===== src/rtl/fp_alu_pkg.sv =====
// Shared definitions for the fp alu arbiter: op codes, flag positions,
// default quiet-NaN patterns and the arbiter state encoding.
package fp_alu_pkg;

  localparam logic [2:0] OP_ADD = 3'b000;
  localparam logic [2:0] OP_SUB = 3'b001;
  localparam logic [2:0] OP_MUL = 3'b010;
  localparam logic [2:0] OP_DIV = 3'b011;

  localparam int FLAG_INVALID   = 4;
  localparam int FLAG_DIV0      = 3;
  localparam int FLAG_OVERFLOW  = 2;
  localparam int FLAG_UNDERFLOW = 1;
  localparam int FLAG_INEXACT   = 0;

  localparam logic [31:0] QNAN_SP = 32'h7FC0_0000;
  localparam logic [31:0] QNAN_HP = 32'h7E00_0000;

  // An aborted operation is reported as an invalid operation.
  localparam logic [4:0] ABORT_FLAGS = 5'(1 << FLAG_INVALID);

  typedef enum logic [1:0] {
    ST_IDLE    = 2'd0,
    ST_ISSUE   = 2'd1,
    ST_RESP    = 2'd2,
    ST_RELEASE = 2'd3
  } arb_state_t;

  function automatic logic [31:0] qnan_for(input logic mode_fp);
    return mode_fp ? QNAN_SP : QNAN_HP;
  endfunction

endpackage


===== src/rtl/fp_alu_arbiter_if.sv =====
// Client-side request/response bus and ALU-side start/valid bus.
// master drives requests (or ALU commands); slave answers them.
interface fp_req_if #(parameter int N_REQ = 4);
  logic [N_REQ-1:0]   req_valid;
  logic [N_REQ-1:0]   req_ready;
  logic [32*N_REQ-1:0] req_op_a;
  logic [32*N_REQ-1:0] req_op_b;
  logic [3*N_REQ-1:0] req_op_code;
  logic [N_REQ-1:0]   req_mode_fp;
  logic [2*N_REQ-1:0] req_round;
  logic               resp_valid;
  logic               resp_ready;
  logic [N_REQ-1:0]   resp_id;
  logic [31:0]        resp_result;
  logic [4:0]         resp_flags;
  logic               resp_err;

  modport master (
    output req_valid, req_op_a, req_op_b, req_op_code, req_mode_fp, req_round, resp_ready,
    input  req_ready, resp_valid, resp_id, resp_result, resp_flags, resp_err
  );
  modport slave (
    input  req_valid, req_op_a, req_op_b, req_op_code, req_mode_fp, req_round, resp_ready,
    output req_ready, resp_valid, resp_id, resp_result, resp_flags, resp_err
  );
endinterface

interface fp_alu_if;
  logic        alu_start;
  logic [31:0] alu_op_a;
  logic [31:0] alu_op_b;
  logic [2:0]  alu_op_code;
  logic        alu_mode_fp;
  logic [1:0]  alu_round;
  logic [31:0] alu_result;
  logic [4:0]  alu_flags;
  logic        alu_valid_out;

  modport master (
    output alu_start, alu_op_a, alu_op_b, alu_op_code, alu_mode_fp, alu_round,
    input  alu_result, alu_flags, alu_valid_out
  );
  modport slave (
    input  alu_start, alu_op_a, alu_op_b, alu_op_code, alu_mode_fp, alu_round,
    output alu_result, alu_flags, alu_valid_out
  );
endinterface


===== src/rtl/fp_alu_arbiter_rr.sv =====
// Combinational round-robin pick: first set request after ptr, wrapping.
module rr_arbiter #(
  parameter int N_REQ = 4,
  parameter int IDX_W = (N_REQ > 1) ? $clog2(N_REQ) : 1
) (
  input  logic [N_REQ-1:0] req,
  input  logic [IDX_W-1:0] ptr,
  output logic [N_REQ-1:0] grant,
  output logic [IDX_W-1:0] grant_idx,
  output logic             any
);

  always_comb begin
    grant     = '0;
    grant_idx = '0;
    any       = 1'b0;
    for (int k = 1; k <= N_REQ; k++) begin
      if (!any && req[(int'(ptr) + k) % N_REQ]) begin
        any                               = 1'b1;
        grant[(int'(ptr) + k) % N_REQ]    = 1'b1;
        grant_idx                         = IDX_W'((int'(ptr) + k) % N_REQ);
      end
    end
  end

endmodule


===== src/rtl/fp_alu_arbiter.sv =====
// Shares one fp ALU between N_REQ clients: round-robin grant, operand latch,
// start/valid handshake, tagged response and a watchdog abort.
module fp_alu_arbiter
  import fp_alu_pkg::*;
#(
  parameter int N_REQ   = 4,
  parameter int TIMEOUT = 64,
  parameter int TO_W    = 7
) (
  input logic       clk,
  input logic       rst,
  fp_req_if.slave   req_bus,
  fp_alu_if.master  alu_bus
);

  localparam int IDX_W = (N_REQ > 1) ? $clog2(N_REQ) : 1;
  localparam logic [TO_W-1:0] CNT_MAX = TO_W'(TIMEOUT);

  arb_state_t       state, state_next;
  logic [IDX_W-1:0] ptr, grant_idx;
  logic [N_REQ-1:0] grant, owner;
  logic [TO_W-1:0]  cnt;
  logic             any_req, take, cap_ok, cap_abort, resp_done, cnt_inc, cnt_at_max;

  rr_arbiter #(.N_REQ(N_REQ), .IDX_W(IDX_W)) u_rr (
    .req       (req_bus.req_valid),
    .ptr       (ptr),
    .grant     (grant),
    .grant_idx (grant_idx),
    .any       (any_req)
  );

  assign cnt_at_max      = (cnt == CNT_MAX);
  assign req_bus.resp_id = owner;

  always_ff @(posedge clk) begin
    if (rst) state <= ST_IDLE;
    else     state <= state_next;
  end

  // Start stays high through RESP so the ALU keeps its result until consumed.
  always_comb begin
    state_next        = state;
    take              = 1'b0;
    cap_ok            = 1'b0;
    cap_abort         = 1'b0;
    resp_done         = 1'b0;
    cnt_inc           = 1'b0;
    req_bus.req_ready = '0;
    alu_bus.alu_start = 1'b0;
    case (state)
      ST_IDLE: begin
        if (any_req && !rst) begin
          take              = 1'b1;
          req_bus.req_ready = grant;
          state_next        = ST_ISSUE;
        end
      end
      ST_ISSUE: begin
        alu_bus.alu_start = 1'b1;
        cnt_inc           = 1'b1;
        if (alu_bus.alu_valid_out) begin
          cap_ok     = 1'b1;
          state_next = ST_RESP;
        end else if (cnt_at_max) begin
          cap_abort  = 1'b1;
          state_next = ST_RESP;
        end
      end
      ST_RESP: begin
        alu_bus.alu_start = 1'b1;
        if (req_bus.resp_valid && req_bus.resp_ready) begin
          resp_done  = 1'b1;
          state_next = ST_RELEASE;
        end
      end
      ST_RELEASE: begin
        cnt_inc = 1'b1;
        if (!alu_bus.alu_valid_out || (req_bus.resp_err && cnt_at_max))
          state_next = ST_IDLE;
      end
      default: state_next = ST_IDLE;
    endcase
  end

  always_ff @(posedge clk) begin
    if (rst) begin
      ptr                 <= IDX_W'(N_REQ - 1);
      owner               <= '0;
      cnt                 <= '0;
      alu_bus.alu_op_a    <= '0;
      alu_bus.alu_op_b    <= '0;
      alu_bus.alu_op_code <= '0;
      alu_bus.alu_mode_fp <= 1'b0;
      alu_bus.alu_round   <= '0;
      req_bus.resp_valid  <= 1'b0;
      req_bus.resp_result <= '0;
      req_bus.resp_flags  <= '0;
      req_bus.resp_err    <= 1'b0;
    end else begin
      if (take) begin
        ptr                 <= grant_idx;
        owner               <= grant;
        alu_bus.alu_op_a    <= req_bus.req_op_a[32*int'(grant_idx) +: 32];
        alu_bus.alu_op_b    <= req_bus.req_op_b[32*int'(grant_idx) +: 32];
        alu_bus.alu_op_code <= req_bus.req_op_code[3*int'(grant_idx) +: 3];
        alu_bus.alu_mode_fp <= req_bus.req_mode_fp[grant_idx];
        alu_bus.alu_round   <= req_bus.req_round[2*int'(grant_idx) +: 2];
      end

      // Saturating watchdog, restarted for both the issue and release waits.
      if (take || resp_done)          cnt <= '0;
      else if (cnt_inc && !cnt_at_max) cnt <= cnt + TO_W'(1);

      if (cap_ok) begin
        req_bus.resp_valid  <= 1'b1;
        req_bus.resp_result <= alu_bus.alu_result;
        req_bus.resp_flags  <= alu_bus.alu_flags;
        req_bus.resp_err    <= 1'b0;
      end else if (cap_abort) begin
        req_bus.resp_valid  <= 1'b1;
        req_bus.resp_result <= qnan_for(alu_bus.alu_mode_fp);
        req_bus.resp_flags  <= ABORT_FLAGS;
        req_bus.resp_err    <= 1'b1;
      end else if (resp_done) begin
        req_bus.resp_valid  <= 1'b0;
      end
    end
  end

endmodule


===== src/flat_wrapper.sv =====
// flat-port wrapper written by rule: the top's interface ports become plain ports
module fp_alu_arbiter_flat import fp_alu_pkg::*;
#(
  parameter int N_REQ   = 4,
  parameter int TIMEOUT = 64,
  parameter int TO_W    = 7
)
  (clk, rst, req_bus_req_valid, req_bus_req_op_a, req_bus_req_op_b, req_bus_req_op_code, req_bus_req_mode_fp, req_bus_req_round, req_bus_resp_ready, req_bus_req_ready, req_bus_resp_valid, req_bus_resp_id, req_bus_resp_result, req_bus_resp_flags, req_bus_resp_err, alu_bus_alu_start, alu_bus_alu_op_a, alu_bus_alu_op_b, alu_bus_alu_op_code, alu_bus_alu_mode_fp, alu_bus_alu_round, alu_bus_alu_result, alu_bus_alu_flags, alu_bus_alu_valid_out);
  fp_req_if #(.N_REQ(N_REQ)) req_bus_i ();
  fp_alu_if alu_bus_i ();
  input logic clk;
  input logic rst;
  input wire logic [$bits(req_bus_i.req_valid)-1:0] req_bus_req_valid;
  input wire logic [$bits(req_bus_i.req_op_a)-1:0] req_bus_req_op_a;
  input wire logic [$bits(req_bus_i.req_op_b)-1:0] req_bus_req_op_b;
  input wire logic [$bits(req_bus_i.req_op_code)-1:0] req_bus_req_op_code;
  input wire logic [$bits(req_bus_i.req_mode_fp)-1:0] req_bus_req_mode_fp;
  input wire logic [$bits(req_bus_i.req_round)-1:0] req_bus_req_round;
  input wire logic [$bits(req_bus_i.resp_ready)-1:0] req_bus_resp_ready;
  output wire logic [$bits(req_bus_i.req_ready)-1:0] req_bus_req_ready;
  output wire logic [$bits(req_bus_i.resp_valid)-1:0] req_bus_resp_valid;
  output wire logic [$bits(req_bus_i.resp_id)-1:0] req_bus_resp_id;
  output wire logic [$bits(req_bus_i.resp_result)-1:0] req_bus_resp_result;
  output wire logic [$bits(req_bus_i.resp_flags)-1:0] req_bus_resp_flags;
  output wire logic [$bits(req_bus_i.resp_err)-1:0] req_bus_resp_err;
  output wire logic [$bits(alu_bus_i.alu_start)-1:0] alu_bus_alu_start;
  output wire logic [$bits(alu_bus_i.alu_op_a)-1:0] alu_bus_alu_op_a;
  output wire logic [$bits(alu_bus_i.alu_op_b)-1:0] alu_bus_alu_op_b;
  output wire logic [$bits(alu_bus_i.alu_op_code)-1:0] alu_bus_alu_op_code;
  output wire logic [$bits(alu_bus_i.alu_mode_fp)-1:0] alu_bus_alu_mode_fp;
  output wire logic [$bits(alu_bus_i.alu_round)-1:0] alu_bus_alu_round;
  input wire logic [$bits(alu_bus_i.alu_result)-1:0] alu_bus_alu_result;
  input wire logic [$bits(alu_bus_i.alu_flags)-1:0] alu_bus_alu_flags;
  input wire logic [$bits(alu_bus_i.alu_valid_out)-1:0] alu_bus_alu_valid_out;
  assign req_bus_i.req_valid = req_bus_req_valid;
  assign req_bus_i.req_op_a = req_bus_req_op_a;
  assign req_bus_i.req_op_b = req_bus_req_op_b;
  assign req_bus_i.req_op_code = req_bus_req_op_code;
  assign req_bus_i.req_mode_fp = req_bus_req_mode_fp;
  assign req_bus_i.req_round = req_bus_req_round;
  assign req_bus_i.resp_ready = req_bus_resp_ready;
  assign req_bus_req_ready = req_bus_i.req_ready;
  assign req_bus_resp_valid = req_bus_i.resp_valid;
  assign req_bus_resp_id = req_bus_i.resp_id;
  assign req_bus_resp_result = req_bus_i.resp_result;
  assign req_bus_resp_flags = req_bus_i.resp_flags;
  assign req_bus_resp_err = req_bus_i.resp_err;
  assign alu_bus_alu_start = alu_bus_i.alu_start;
  assign alu_bus_alu_op_a = alu_bus_i.alu_op_a;
  assign alu_bus_alu_op_b = alu_bus_i.alu_op_b;
  assign alu_bus_alu_op_code = alu_bus_i.alu_op_code;
  assign alu_bus_alu_mode_fp = alu_bus_i.alu_mode_fp;
  assign alu_bus_alu_round = alu_bus_i.alu_round;
  assign alu_bus_i.alu_result = alu_bus_alu_result;
  assign alu_bus_i.alu_flags = alu_bus_alu_flags;
  assign alu_bus_i.alu_valid_out = alu_bus_alu_valid_out;
  fp_alu_arbiter #(.N_REQ(N_REQ), .TIMEOUT(TIMEOUT), .TO_W(TO_W)) u_core (.clk(clk), .rst(rst), .req_bus(req_bus_i), .alu_bus(alu_bus_i));
endmodule

===== config.mk =====
export PLATFORM = sky130hd
export DESIGN_NAME = fp_alu_arbiter_flat
export DESIGN_NICKNAME = d
export VERILOG_FILES = /design/src/rtl/fp_alu_pkg.sv /design/src/rtl/fp_alu_arbiter_if.sv /design/src/rtl/fp_alu_arbiter_rr.sv /design/src/rtl/fp_alu_arbiter.sv /design/src/flat_wrapper.sv
export SDC_FILE = /design/constraint.sdc
export NUM_CORES = 1
export LEC_CHECK = 0
export BUFFER_PORTS_ARGS = -buffer_cell sky130_fd_sc_hd__buf_2
export CORE_AREA = 2 2 173 175
export DETAILED_ROUTE_END_ITERATION = 10
export DIE_AREA = 0 0 175 177
export PLACE_DENSITY = 0.56
export SYNTH_ARGS = -nofsm -noshare
export SYNTH_HDL_FRONTEND = slang
export SYNTH_HIERARCHICAL = 1
export SYNTH_SLANG_ARGS = --single-unit
export TNS_END_PERCENT = 50

===== constraint.sdc =====
create_clock -name clk -period 4.84 [get_ports clk]
set_input_delay 0.726 -clock clk [delete_from_list [all_inputs] [get_ports clk]]
set_output_delay 0.726 -clock clk [all_outputs]
set_load 0.01 [all_outputs]

==> results.sh, run 1 <==
export IMPL_rsz0062_at_grt="no"
export IMPL_crit_path_end_kind="primary output"
export IMPL_syn_to_final_growth_pct=46.01
export IMPL_power_total_uw=5753
export IMPL_slew_headroom_pct=38.30
export IMPL_cpPeakStageDelay_ns=0.55
export IMPL_routed_wl_mm=25.80
export IMPL_core_um2=29240
export IMPL_fin_area_um2=9975
export IMPL_critPathMaxFanout=11
export IMPL_cts_tree="done"
export IMPL_synthCells=728
export IMPL_rr_startpoint="u_core/ptr[1]$_SDFFE_PP1P_"
export IMPL_path_cells="inv_1 -> ha_1 -> inv_1 -> a31oi_1 -> o31ai_1 -> or3_1 -> and2_1 -> buf_2"
export IMPL_worstSkewPairLatency_ns=0.41
export IMPL_cts_clk_slew_worst_paths_ns=0.06
export IMPL_grtUsageTotal_pct=16.14
export IMPL_p_switching_uw=2215
export IMPL_ys_warn_count=6
export IMPL_seqPwrFrac_pct=26.3
export IMPL_syn_area_um2=6832
export IMPL_floorplan_die_area_um2=30980
export IMPL_cts_root_buf="clkbuf_16"
export IMPL_crit_path_frequent_cell="inv_1"
export IMPL_grt_pass1_vias=7017
export IMPL_dr_pass1_iters=5
export IMPL_path_buf_inv=3
export IMPL_fill_cells=3078
export IMPL_routed_via_density=4.662
export IMPL_cts_buffers=17
export IMPL_async_reset_ff_share_pct=0
export IMPL_nets=1476
export IMPL_cts_max_path_buffers=2
export IMPL_ff2ff_setup_slack_ns=1.19
export IMPL_ctsResizeCount=0
export IMPL_start_util_pct=23.36
export IMPL_maxSlewViolCount=0
export IMPL_wl_per_cell_um=16.74
export IMPL_fp_row_count=63
export IMPL_tightest_slew_ns=0.9255
export IMPL_synth_enable_flop_cells=0
export IMPL_vias=7184
export IMPL_place_area_um2=9376
export IMPL_vdd_drop_max_v=0.0003795
export IMPL_final_common_cell="buf_2"
export IMPL_cp_top_family="buffers and inverters"
export IMPL_ant_nets=0
export IMPL_skew_ns=0.01730
export IMPL_antenna_found_initial=6
export IMPL_dp_cells=1507
export IMPL_p_sw_share_pct=38.49
export IMPL_die_h_um=177
export IMPL_fin_crit_sh_pct=79.54
export IMPL_power_frac_comb_pct=51.3
export IMPL_regArea_um2=2482
export IMPL_clock_sinks=124
export IMPL_grt_overflow_total=0
export IMPL_hp_start="u_core/req_bus.resp_id[1]$_SDFFE_PP0P_"
export IMPL_ys_dominant_reg_cell="dfxtp_1"
export IMPL_powerDensity_nw_per_um2=576.8
export IMPL_crit_type="reg -> out"
export IMPL_globalplace_congestion=0.8622
export IMPL_p_int_uw=3539
export IMPL_hold_depth=1
export IMPL_synth_avg_cell_area_um2=9.384
export IMPL_hold_slack_ns=0.4487
export IMPL_required_ns=4.11
export IMPL_crit_path_top_delay_cell="dfxtp_1"
export IMPL_clockPowerShare_pct=22.4
export IMPL_post_cts_buffers=0
export IMPL_ys_types=51
export IMPL_status="complete, no violations"
export IMPL_post_route_cells_drive_above_1_share_pct=49.52
export IMPL_ys_seq_area_share_pct=36.34
export IMPL_syn_nets=1068
export IMPL_cap_violations=0
export IMPL_worst_setup_path_start_kind="flip-flop"
export IMPL_multi_input_area_um2=4061
export IMPL_dr_first_iter_drc_count=495
export IMPL_worstHoldPathType="reg -> reg"
export IMPL_cts_max_level=4
export IMPL_dp_hpwl_mm=20.06
export IMPL_numPortBuffers=442
export IMPL_hold_violations=0
export IMPL_grt_max_degree=77
export IMPL_critPathArrivalTime_ns=3.12
export IMPL_holdPathEnd="u_core/req_bus.resp_id[1]$_SDFFE_PP0P_"
export IMPL_postCtsHoldBufs=0
export IMPL_grt_pass1_wl_mm=38.92
export IMPL_fmax_mhz=259.8
export IMPL_final_cell_mix="buf_2 (442), nand2_1 (193), dfxtp_1 (124), o21ai_0 (105), mux4_2 (72)"
export IMPL_ios=443
export IMPL_drc_errors=0
export IMPL_reg2reg_depth=9
export IMPL_min_period_ns=3.850
export IMPL_fin_tns_setup_ns=0
export IMPL_setup_viol=0
export IMPL_ys_ff_latch=124
export IMPL_die_x_um=175
export IMPL_r2r_end="u_core/alu_bus.alu_op_b[26]$_SDFFE_PP0P_"
export IMPL_final_cells=1541
export IMPL_leakage_uw=0.004544
power groups by stage:
stage / sequential [µW] / combinational [µW] / clock [µW]
final: 1510 / 2950 / 1290
after global routing: 1550 / 3280 / 1380
after CTS: 1510 / 3010 / 1340
after detailed placement: 1530 / 3010 / 0
after global placement: 1520 / 2980 / 0
after floorplan: 1630 / 2000 / 0
synth_stat cells, types with 2 or more instances:
master / instances / share of area [%]
buf_2: 17 / 1.2
xor2_1: 5 / 0.64
mux2i_1: 4 / 0.59
nand2_1: 193 / 11
o211a_1: 2 / 0.29
nand3_1: 2 / 0.15
a2111o_1: 4 / 0.66
or3_1: 4 / 0.37
ha_1: 15 / 2.7
and2_1: 5 / 0.46
o31ai_1: 4 / 0.44
nand2b_1: 3 / 0.27
a211oi_1: 3 / 0.33
o21ai_0: 105 / 7.7
nand4_1: 8 / 0.73
buf_6: 2 / 0.33
a31oi_1: 12 / 1.1
nor2_1: 17 / 0.93
clkbuf_1: 43 / 2.4
dfxtp_1: 124 / 36
o221a_2: 4 / 0.66
inv_1: 13 / 0.71
nor3_1: 2 / 0.15
a21o_1: 4 / 0.44
a21oi_1: 33 / 2.4
o221ai_1: 2 / 0.26
mux4_2: 72 / 24
o311ai_0: 3 / 0.38
how the worst max path moves through the flow:
| stage | start | to | slack (ns) | cells after the start |
|---|---|---|---|---|
| global placement | u_core/ptr[1]$_SDFFE_PP1P_ | u_core/alu_bus.alu_round[1]$_SDFFE_PP0P_ | 1.30 | 10 |
| global route | u_core/ptr[1]$_SDFFE_PP1P_ | req_bus_req_ready[3] | 0.80 | 8 |
| CTS | u_core/ptr[1]$_SDFFE_PP1P_ | req_bus_req_ready[0] | 1.04 | 8 |
| finish | u_core/ptr[1]$_SDFFE_PP1P_ | req_bus_req_ready[0] | 0.99 | 8 |
| floorplan | u_core/ptr[0]$_SDFFE_PP1P_ | u_core/alu_bus.alu_op_b[18]$_SDFFE_PP0P_ | 1.40 | 14 |
| detailed placement | u_core/ptr[1]$_SDFFE_PP1P_ | u_core/alu_bus.alu_op_b[27]$_SDFFE_PP0P_ | 1.20 | 9 |
routing by layer:
layer  GRT usage [%]  vias up  part of all wire (%)
li1                -     3453                     -
met1           19.51     3364                    40
met2           27.67      341                    50
met3           6.121       18                   9.1
met4           2.813        8                  0.57
met5               0        -                  0.21
worst reg2reg max path, stage by stage (launching register included):
cell      delay (ns)
dfxtp_1         0.55
inv_1           0.21
ha_1            0.54
inv_1           0.22
a311o_1         0.34
a221oi_4        0.29
buf_12          0.42
mux4_2          0.75
nand2_1         0.08
o21ai_0         0.08
state kept, by name (all words and copies together), names as in the netlist, 3 cells and up:
name,flops
u_core/req_bus.resp_result,32
u_core/req_bus.resp_flags,5
u_core/req_bus.resp_id,4
u_core/cnt,7
u_core/alu_bus.alu_op_code,3
u_core/alu_bus.alu_op_a,32
u_core/alu_bus.alu_op_b,32
kinds of logic after synthesis:
| kind of cell | share of synthesized area [%] |
|---|---|
| AOI/OAI and AO/OA | 15.64 |
| xor gates and xnor gates | 0.7692 |
| adders and majority gates | 2.747 |
| buffers and inverters | 4.707 |
| DFF | 36.34 |
| muxes | 24.49 |
| and+or+nand+nor | 15.31 |
final cells by class:
type	instances	share of cell area (%)
repair buffers	451	22.98
flip-flops and latches	124	24.89
clock buffers	19	4.541
diodes	2	0.05018
multi-input cells	528	40.72
inverters	14	0.5268
well taps	390	4.892
clock inverters	13	1.405
metrics by stage:
stage                     util [%]  worst slack (ns)
final                        34.11            0.9905
after global routing         34.09            0.8012
after CTS                    34.09             1.040
after detailed placement     32.06             1.203
after global placement       32.06             1.296
after floorplan                  -             1.399
Power figures use the tool's default switching activity.
==> inputs of run 2 (changes only) <==
==> constraint.sdc (replaced) <==
create_clock -name clk -period 3.8 [get_ports clk]
set_input_delay 0.57 -clock clk [delete_from_list [all_inputs] [get_ports clk]]
set_output_delay 0.57 -clock clk [all_outputs]
set_load 0.01 [all_outputs]
==> run 2 against run 1 <==
Net effect: final area rose by 0.82%; sequential share of layout area fell by 0.20 points; first-iteration DRC count fell by 19%; non-clock buffer count rose by 7; flip-flop and latch count did not move; clock power rose by 29%; register-to-register slack got worse by 0.67 ns.
==> results.sh, run 2 (synthesis results as in run 1) <==
export IMPL_status="complete, no violations"
export IMPL_ff2ff_setup_slack_ns=0.52
export IMPL_routed_wl_mm=26.64
export IMPL_place_area_um2=9454
export IMPL_vias=7273
export IMPL_numPortBuffers=442
export IMPL_crit_type="reg -> out"
export IMPL_rr_startpoint="u_core/ptr[1]$_SDFFE_PP1P_"
export IMPL_drc_errors=0
export IMPL_hold_depth=3
export IMPL_slew_headroom_pct=53.59
export IMPL_ant_nets=0
export IMPL_worstSkewPairLatency_ns=0.42
export IMPL_cp_startpoint="u_core/ptr[1]$_SDFFE_PP1P_"
export IMPL_grtUsageTotal_pct=16.50
export IMPL_final_common_cell="buf_2"
export IMPL_skew_ns=0.01545
export IMPL_grt_pass1_wl_mm=39.71
export IMPL_cts_tree="done"
export IMPL_reg_top3="u_core/alu_bus.alu_op_a (32), u_core/alu_bus.alu_op_b (32), u_core/req_bus.resp_result (32)"
export IMPL_die_h_um=177
export IMPL_multi_input_area_um2=4061
export IMPL_final_util_pct=34.39
export IMPL_maxSlewViolCount=0
export IMPL_setup_viol=0
export IMPL_dr_first_iter_drc_count=399
export IMPL_dr_pass1_iters=5
export IMPL_crit_path_end_kind="primary output"
export IMPL_floorplan_die_area_um2=30980
export IMPL_cts_clk_slew_worst_paths_ns=0.06
export IMPL_regArea_um2=2482
export IMPL_post_route_cells_drive_above_1_share_pct=49.83
export IMPL_routed_via_density=4.695
export IMPL_die_x_um=175
export IMPL_fin_crit_sh_pct=88.69
export IMPL_globalplace_congestion=0.8205
export IMPL_hp_start="alu_bus_alu_result[1]"
export IMPL_ios=443
export IMPL_fin_tns_setup_ns=0
export IMPL_wl_per_cell_um=17.20
export IMPL_postCtsHoldBufs=0
export IMPL_fp_row_count=63
export IMPL_core_um2=29240
export IMPL_syn_to_final_growth_pct=47.20
export IMPL_powerDensity_nw_per_um2=745.3
export IMPL_dp_hpwl_mm=20.65
export IMPL_fmax_mhz=296.7
export IMPL_post_cts_buffers=0
export IMPL_final_cell_mix="buf_2 (442), nand2_1 (193), dfxtp_1 (124), o21ai_0 (105), mux4_2 (72)"
export IMPL_cap_violations=0
export IMPL_required_ns=3.23
export IMPL_rsz0062_at_grt="no"
export IMPL_ctsResizeCount=0
export IMPL_r2r_end="u_core/alu_bus.alu_op_b[8]$_SDFFE_PP0P_"
export IMPL_grt_max_degree=72
export IMPL_cts_buffers=17
export IMPL_min_period_ns=3.370
export IMPL_start_util_pct=23.36
export IMPL_worst_setup_path_start_kind="flip-flop"
export IMPL_clock_sinks=124
export IMPL_leakage_uw=0.004578
export IMPL_fill_cells=3057
export IMPL_antenna_found_initial=5
export IMPL_grt_pass1_vias=6975
export IMPL_critPathArrivalTime_ns=2.80
export IMPL_nets=1483
export IMPL_fin_area_um2=10060
export IMPL_tightest_slew_ns=0.6961
export IMPL_cts_max_path_buffers=2
export IMPL_holdPathEnd="u_core/req_bus.resp_result[1]$_SDFFE_PP0P_"
export IMPL_cts_root_buf="clkbuf_16"
export IMPL_grt_overflow_total=0
export IMPL_vdd_drop_max_v=0.0003898
export IMPL_worstHoldPathType="in -> reg"
export IMPL_cts_max_level=4
export IMPL_reg2reg_depth=11
export IMPL_power_total_uw=7495
export IMPL_hold_violations=0
export IMPL_critPathMaxFanout=11
## run 2: changes by cell type in the layout (fill, tap and decap cells not counted)
cell        delta
buf_12         +2
inv_6          -1
clkinvlp_4     +2
diode_2        +1
buf_4          +5
clkinv_2       -1
## run 2: how the worst max path moves through the flow
stage,to
after floorplan,u_core/alu_bus.alu_op_b[18]$_SDFFE_PP0P_
after global placement,u_core/alu_bus.alu_op_b[8]$_SDFFE_PP0P_
after detailed placement,u_core/alu_bus.alu_op_code[0]$_SDFFE_PP0P_
after CTS,req_bus_req_ready[3]
after global routing,req_bus_req_ready[3]
final,req_bus_req_ready[3]
## run 2: report_power, final
part | switching (µW) | internal, µW | total [µW]
Sequential | 214 | 1700 | 1910
Combinational | 2010 | 1900 | 3910
Clock | 670 | 1000 | 1670
## run 2: per-layer routing
metal / wire, µm / GRT usage, %
met1: 10800 / 20.60
met2: 13350 / 28.44
met3: 2208 / 4.897
met4: 237 / 3.021
met5: 44 / 0
## run 2: final cells by class
type                            instances  share of cell area (%)
Multi-Input combinational cell        528                   40.39
Sequential cell                       124                   24.69
Timing Repair Buffer                  458                   23.57
Tap cell                              390                   4.853
Clock buffer                           19                   4.504
Clock inverter                         13                   1.406
Inverter                               14                  0.5226
Antenna cell                            3                 0.07465
## run 2: worst max-delay path, cell delays in order (launching register included)
cell and delay, ns:
dfxtp_1 0.34, inv_1 0.13, ha_1 0.53, inv_1 0.22
a31oi_1 0.38, o31ai_1 0.11, a2111o_1 0.34, and2_1 0.17
buf_2 0.15
## run 2: stage by stage
stage	hold slack [ns]	std cells	worst slack [ns]
2_1_floorplan	0.4802	728	0.3595
3_3_place_gp	0.4315	1514	0.6504
3_5_place_dp	0.4386	1514	0.5107
4_1_cts	0.3739	1546	0.4371
5_1_grt	0.3765	1547	0.2198
6_report	0.3932	1549	0.4296
